**config.mk**
```make
export PLATFORM = sky130hd
export DESIGN_NAME = fetch_decode_controller
export DESIGN_NICKNAME = d
export VERILOG_FILES = /design/src/rtl/fetch_decode_controller.sv
export SDC_FILE = /design/constraint.sdc
export NUM_CORES = 1
export LEC_CHECK = 0
export BUFFER_PORTS_ARGS = -buffer_cell sky130_fd_sc_hd__buf_2
export CORE_UTILIZATION = 52
export DETAILED_ROUTE_END_ITERATION = 8
export HOLD_SLACK_MARGIN = 0.12
export PLACE_DENSITY = 0.78
export SYNTH_ARGS = -nofsm -noshare
export SYNTH_HDL_FRONTEND = slang
export SYNTH_SLANG_ARGS = --single-unit
```
**constraint.sdc**
```tcl
create_clock -name CLK -period 1.8 [get_ports CLK]
set_input_delay 0.18 -clock CLK [delete_from_list [all_inputs] [get_ports CLK]]
set_output_delay 0.18 -clock CLK [all_outputs]
set_load 0.02 [all_outputs]
```
**src/rtl/fetch_decode_controller.sv**
```systemverilog
// Fetch/decode controller: walks the program counter through the instruction memory,
// resolves HALT and JUMP locally and hands every other word to the datapath via valid/ready.
module fetch_decode_controller #(
    parameter int unsigned ADDR_W  = 3,
    parameter int unsigned INSTR_W = 12,
    parameter int unsigned IM_LAT  = 1,
    parameter int unsigned CNT_W   = 8
) (
    input  logic               CLK,
    input  logic               reset,
    input  logic               run,
    input  logic               step,
    input  logic               im_loading,
    output logic [ADDR_W-1:0]  IM_add,
    input  logic [INSTR_W-1:0] IM_rd,
    output logic               instr_valid,
    output logic [INSTR_W-1:0] instr_out,
    output logic [2:0]         opcode,
    input  logic               dp_ready,
    output logic [ADDR_W-1:0]  pc,
    output logic               halted,
    output logic [CNT_W-1:0]   instr_count
);

    localparam int unsigned    LAT_W   = (IM_LAT > 0) ? $clog2(IM_LAT + 1) : 1;
    localparam logic [2:0]     OpJump  = 3'b110;
    localparam logic [CNT_W-1:0] CntMax = '1;

    typedef enum logic [2:0] {
        StIdle,
        StFetch,
        StWait,
        StDecode,
        StIssue,
        StHalt
    } state_t;

    state_t             state;
    logic [LAT_W-1:0]   wait_cnt;
    logic [INSTR_W-1:0] ir;

    always_ff @(posedge CLK) begin
        if (reset) begin
            state       <= StIdle;
            pc          <= '0;
            IM_add      <= '0;
            instr_out   <= '0;
            opcode      <= '0;
            instr_count <= '0;
            instr_valid <= 1'b0;
            halted      <= 1'b0;
            wait_cnt    <= '0;
            ir          <= '0;
        end else begin
            unique case (state)
                StIdle: begin
                    IM_add <= pc;
                    if (!im_loading && (run || step)) state <= StFetch;
                end
                StFetch: begin
                    if (im_loading) begin
                        state <= StIdle;
                    end else begin
                        IM_add   <= pc;
                        wait_cnt <= LAT_W'(IM_LAT);
                        state    <= StWait;
                    end
                end
                StWait: begin
                    // A loader write may be changing the word under us: abandon this fetch.
                    if (im_loading) begin
                        state <= StIdle;
                    end else if (wait_cnt == '0) begin
                        ir    <= IM_rd;
                        state <= StDecode;
                    end else begin
                        wait_cnt <= wait_cnt - 1'b1;
                    end
                end
                StDecode: begin
                    if (ir == '0) begin
                        halted <= 1'b1;
                        state  <= StHalt;
                    end else if (ir[INSTR_W-1 -: 3] == OpJump) begin
                        pc    <= ir[ADDR_W-1:0];
                        state <= run ? StFetch : StIdle;
                    end else begin
                        instr_out   <= ir;
                        opcode      <= ir[INSTR_W-1 -: 3];
                        instr_valid <= 1'b1;
                        state       <= StIssue;
                    end
                end
                StIssue: begin
                    if (dp_ready) begin
                        instr_valid <= 1'b0;
                        pc          <= pc + 1'b1;
                        if (instr_count != CntMax) instr_count <= instr_count + 1'b1;
                        state <= run ? StFetch : StIdle;
                    end
                end
                StHalt: begin
                    halted      <= 1'b1;
                    instr_valid <= 1'b0;
                end
                default: state <= StIdle;
            endcase
        end
    end

endmodule

```
# Word-level counts from Yosys, hierarchy flattened
# Cells that the tools add are included.
[word_totals]
reg_bits = 47
input_bits = 18
out_inout_bits = 31
word_cells = 78
[op_classes]
add_sub_neg = 3
n_eq_ne = 16
mux = 25
n_bitwise = 5
reduce_logical = 19
[ops]
columns = ["op", "n"]
rows = [
  ["$mux 3", 10],
  ["$pmux 3 s6", 1],
  ["$ne 2x2->1 const B", 8],
  ["$logic_not 12->1", 1],
  ["$pmux 3 s2", 2],
  ["$reduce_and 3->1", 4],
  ["$reduce_and 4->1", 3],
  ["$eq 3x3->1 const B", 3],
  ["$add 8x1->8 const B", 1],
  ["$mux 1", 8],
  ["$ne 8x8->1 const B", 1],
  ["$reduce_bool 2->1", 4],
  ["$eq 3x2->1 const B", 2],
  ["$not 1->1", 5],
  ["$pmux 1 s2", 2],
  ["$reduce_and 2->1", 2],
  ["$add 3x1->3 const B", 1],
  ["$eq 3x1->1 const B", 1],
  ["$logic_not 3->1", 1],
  ["$ne 3x3->1 const B", 1],
  ["$pmux 1 s3", 1],
  ["$reduce_bool 3->1", 1],
  ["$mux 2", 1],
  ["$logic_and 1x1->1", 1],
  ["other kinds (3)", 3],
]

# Longest topological paths before layout
[depth]
ltp_word = 4
depth_mapped = 5
mapped_depth_nobuf = 5

# Worst setup path after synthesis
# No wires, ideal clock.
[synth_timing]
path_type = "flip-flop to flip-flop"
from = "reg instr_count[0]"
to = "reg instr_count[1]"
setup_ps = 128
t_arrival_ps = 1364
t_required_ps = 1672
path_slack_ps = 309
path_stages_with_launch = 6
n_path_buf = 0
period_less_slack_ps = 1491
path_cell_list = "dfxtp_1 ha_1 nand3_1 o21ai_0 mux2i_1 nor2_1"
[synth_between]
elab_chain_len = 2
elab_cells_between_ends = 3
classes_between = "add/sub (1); eq/ne (1); reduce/logical (1)"
[synth_rtl]
columns = ["item", "line_no", "rtl"]
rows = [
  ["start: declaration", "22", "output logic [CNT_W-1:0] instr_count"],
  ["start signal: assignment", "98", "if (instr_count != CntMax) instr_count <= instr_count + 1'b1;"],
  ["branches (longest 2 deep; another with $add 8x1->8)", "-", ""],
]
# Parallel ways; which one is timed is not known.
# A chain may end at the register's enable or synchronous reset.

# Final worst setup path
[layout_timing]
from = "reg ir[2]"
to = "reg instr_valid"
[layout_between]
elab_chain_len = 3
[layout_rtl]
columns = ["item", "line_no", "rtl"]
rows = [
  ["start: declaration", "40", "logic [INSTR_W-1:0] ir;"],
  ["start signal: assignment", "74", "ir <= IM_rd;"],
  ["$logic_not 12->1", "81", "if (ir == '0) begin"],
  ["$ne 2x2->1 (no source line)", "-", ""],
  ["$reduce_and 4->1 (no source line)", "-", ""],
  ["end signal: assignment", "90", "instr_valid <= 1'b1;"],
  ["end signal: assignment", "96", "instr_valid <= 1'b0;"],
  ["end signal: assignment", "104", "instr_valid <= 1'b0;"],
  ["end: declaration", "16", "output logic instr_valid,"],
]
# Every way passes these cells.

==> results.yml <==
status:
  outcome: "finished clean"
critical_path:
  worstPathRequired_ns: 2.00
  crit_type: "register to register"
  worst_path_max_delay_cell: "or4_4"
  worstPathCellList: "or4_4 -> nor3_2 -> nor2_2 -> buf_4 -> o211a_1"
  r2r_cells: 5
  startpoint_type: "register"
  path_depth: 5
  crit_path_max_fanout: 6
  endpoint_kind: "register"
  worstPathArrival_ns: 1.83
  cp_slowest_stage_delay_ns: 0.56
  cpLargestDelayFamily: "simple AND/OR/NAND/NOR gates"
  cp.buffers_inverters: 1
global_route:
  grt_max_degree: 27
  gr-usage-all-layers: 0.221
  grt_pass1_wl_mm: 6.82
  antenna_found_initial: 0
  gr-total-overflow: 0
  grt_pass1_vias: 1467
placement:
  portBuffers: 48
  place_congestion: 0.814
  post-dp-hpwl_mm: 2.96
  place_area_mm2: 0.00230
die:
  initial_core_util: 0.543
  die_area_mm2: 0.00407
  fp.dieH_um: 63.8
  rows: 22
  io_pins: 49
  die_x_um: 63.8
  core_mm2: 0.00366
cts:
  cts_sinks: 44
  cts-root-buf: "clkbuf_8"
  clk_pin_slew_ns: 0.08
  cts_setup_buffers: 0
  htreeDepth: 2
  cts_inserted_buffers: 5
  clockBufferDepth: 2
  tritoncts: "built"
  clock_latency_ns: 0.30
  cts_resized: 0
power_and_ir_drop:
  power.density_mw_per_mm2: 720
  p_leak_nw: 1.04
  ir_worst_vdd_mv: 0.572
timing:
  max_freq_mhz: 614
  hold_violations: 0
  slew_violations: 0
  min_period_ns: 1.63
  finalHoldWorstSlack_ns: 0.124
  rsz0062_at_grt: "false"
  tightest_slew_ns: 0.406
  tns_ns: 0
  finClkSkew_ns: 0.00617
  slew_headroom: 0.729
  fin_crit_sh: 0.905
  setup_viol: 0
drt:
  drt-total-wl_mm: 4.16
  viasPerCell: 5.25
  wl_per_cell_um: 13.0
  ant_nets: 0
  dr.pass1.iters: 4
  vias: 1684
  drcViolationCount: 0
  drtIter0Drc: 66
layout:
  drive_above_1_share: 0.264
  regArea_um2: 881
  nNetsFinal: 293
  multiInputGateArea_mm2: 0.00102
  fillers: 324
  fin_area_mm2: 0.00241
  synthToLayoutAreaGrowth_pct: 21.3
  diodes: 0
yosys:
  ys_types: 45
  netlist_area_mm2: 0.00199
  synth.avg_cell_area_um2: 9.08
  syn-num-nets: 239
  ys_ff_latch: 44
  synth_cells: 219
  yosysWarnings: 0
  yosysSeqAreaShare: 0.443
job:
  maxCapViolCount: 0
worst_hold_path:
  hold_class: "input port to register"
  holdPathStages: 3
where the power goes:
group	switching [mW]	total, mW	internal (mW)
Sequential	0.0155	1.00	0.984
Clock	0.337	0.600	0.263
Combinational	0.0706	0.137	0.0662
final cells by class:
| type | instances | share of cell area |
|---|---|---|
| repair buffers | 61 | 0.148 |
| well taps | 48 | 0.0249 |
| multi-input cells | 157 | 0.421 |
| clock buffers | 5 | 0.0285 |
| clock inverters | 2 | 0.00519 |
| flip-flops and latches | 44 | 0.365 |
| inverters | 4 | 0.00623 |
layer usage:
| metal | global-route usage | vias to the layer above | share of wire |
|---|---|---|---|
| met2 | 0.364 | 33 | 0.47 |
| met4 | 0.0767 | 0 | 0.014 |
| li1 | - | 868 | - |
| met5 | 0 | - | 0 |
| met3 | 0.0607 | 5 | 0.043 |
| met1 | 0.276 | 778 | 0.47 |
what timing repair did:
item | in CTS | in global routing
endpoints found under the setup margin | 0 | 0
hold buffers | 3 | 0
hold endpoints to repair | 3 | 0
cell usage in the layout, fill, tap and decap left out, types with 3 or more instances in the layout:
master	instances
o21bai_1	3
inv_1	3
xor2_1	4
o21ai_0	7
buf_2	48
nor3b_1	3
nand3b_1	3
a21oi_1	10
nand4_1	3
buf_4	9
mux2i_1	27
nand2_1	32
dlygate4sd3_1	3
clkbuf_8	5
nor2_1	27
and3_1	3
dfxtp_1	44
synthesized netlist by cell type, drive strengths merged:
master	number	area [um2]
a211oi	1	7.51
a21oi	10	50.1
a311oi	2	17.5
and2	1	6.26
and3	3	18.8
and4	1	8.76
buf	7	50.0
clkbuf	7	26.3
clkinv	1	3.75
dfxtp	44	881
ha	2	25.0
inv	3	11.3
mux2	1	11.3
mux2i	27	270
nand2	32	120
nand2b	2	12.5
nand3	2	10.0
nand3b	3	22.5
nand4	3	18.8
nor2	28	108
nor2b	2	12.5
nor3	4	30.0
nor3b	3	22.5
nor4bb	1	10.0
o2111a	1	11.3
o2111ai	1	8.76
o211a	1	10.0
o211ai	1	7.51
o21a	1	7.51
o21ai	7	35.0
o21bai	3	22.5
o221a	1	11.3
o2bb2ai	1	8.76
o41ai	1	16.3
or3	2	12.5
or3b	1	8.76
or4	3	30.0
xnor2	1	8.76
xor2	4	35.0
worst register-to-register path, cell delays in order, from the launching register on:
cell and delay (ns):
dfxtp_1 0.34, or4_4 0.56, nor3_2 0.21, nor2_2 0.06, buf_4 0.16, o211a_1 0.20
sequential cells by signal, summed over array words and instances, names as in the netlist:
signal	count
instr_out	12
ir	12
instr_count	8
IM_add	3
pc	3
state	3
halted	1
instr_valid	1
wait_cnt	1
logic make-up (layout without fill, tap and decap cells):
group,after synthesis,count (layout),synth area share
adder cells (fa/ha/maj),2,2,0.0126
multiplexers,28,28,0.142
flip-flops,44,44,0.443
XOR/XNOR,5,5,0.0220
AO/OA/AOI/OAI,31,31,0.108
AND/OR/NAND/NOR,91,91,0.227
buffers and inverters,18,72,0.0459
through the flow:
step / total power, mW / setup WS [ns] / instances / utilization
finish: 1.74 / 0.172 / 321 / 0.659
floorplan: 1.10 / 0.309 / 219 / -
CTS: 1.74 / 0.174 / 321 / 0.659
detailed placement: 1.15 / 0.201 / 311 / 0.628
global placement: 1.15 / 0.231 / 311 / 0.628
global route: 1.81 / 0.0788 / 321 / 0.659
worst paths after layout:
path                              from                   endpoint  slack [ns]
max                 ir[2]$_SDFFE_PP0P_   instr_valid$_SDFFE_PP0P_        0.17
min reg2reg  instr_out[3]$_SDFFE_PP0P_  instr_out[3]$_SDFFE_PP0P_        0.46
max reg2reg         ir[2]$_SDFFE_PP0P_   instr_valid$_SDFFE_PP0P_        0.17
min                          IM_rd[11]        ir[11]$_SDFFE_PP0P_        0.12
(Power assumes the default switching activity.)
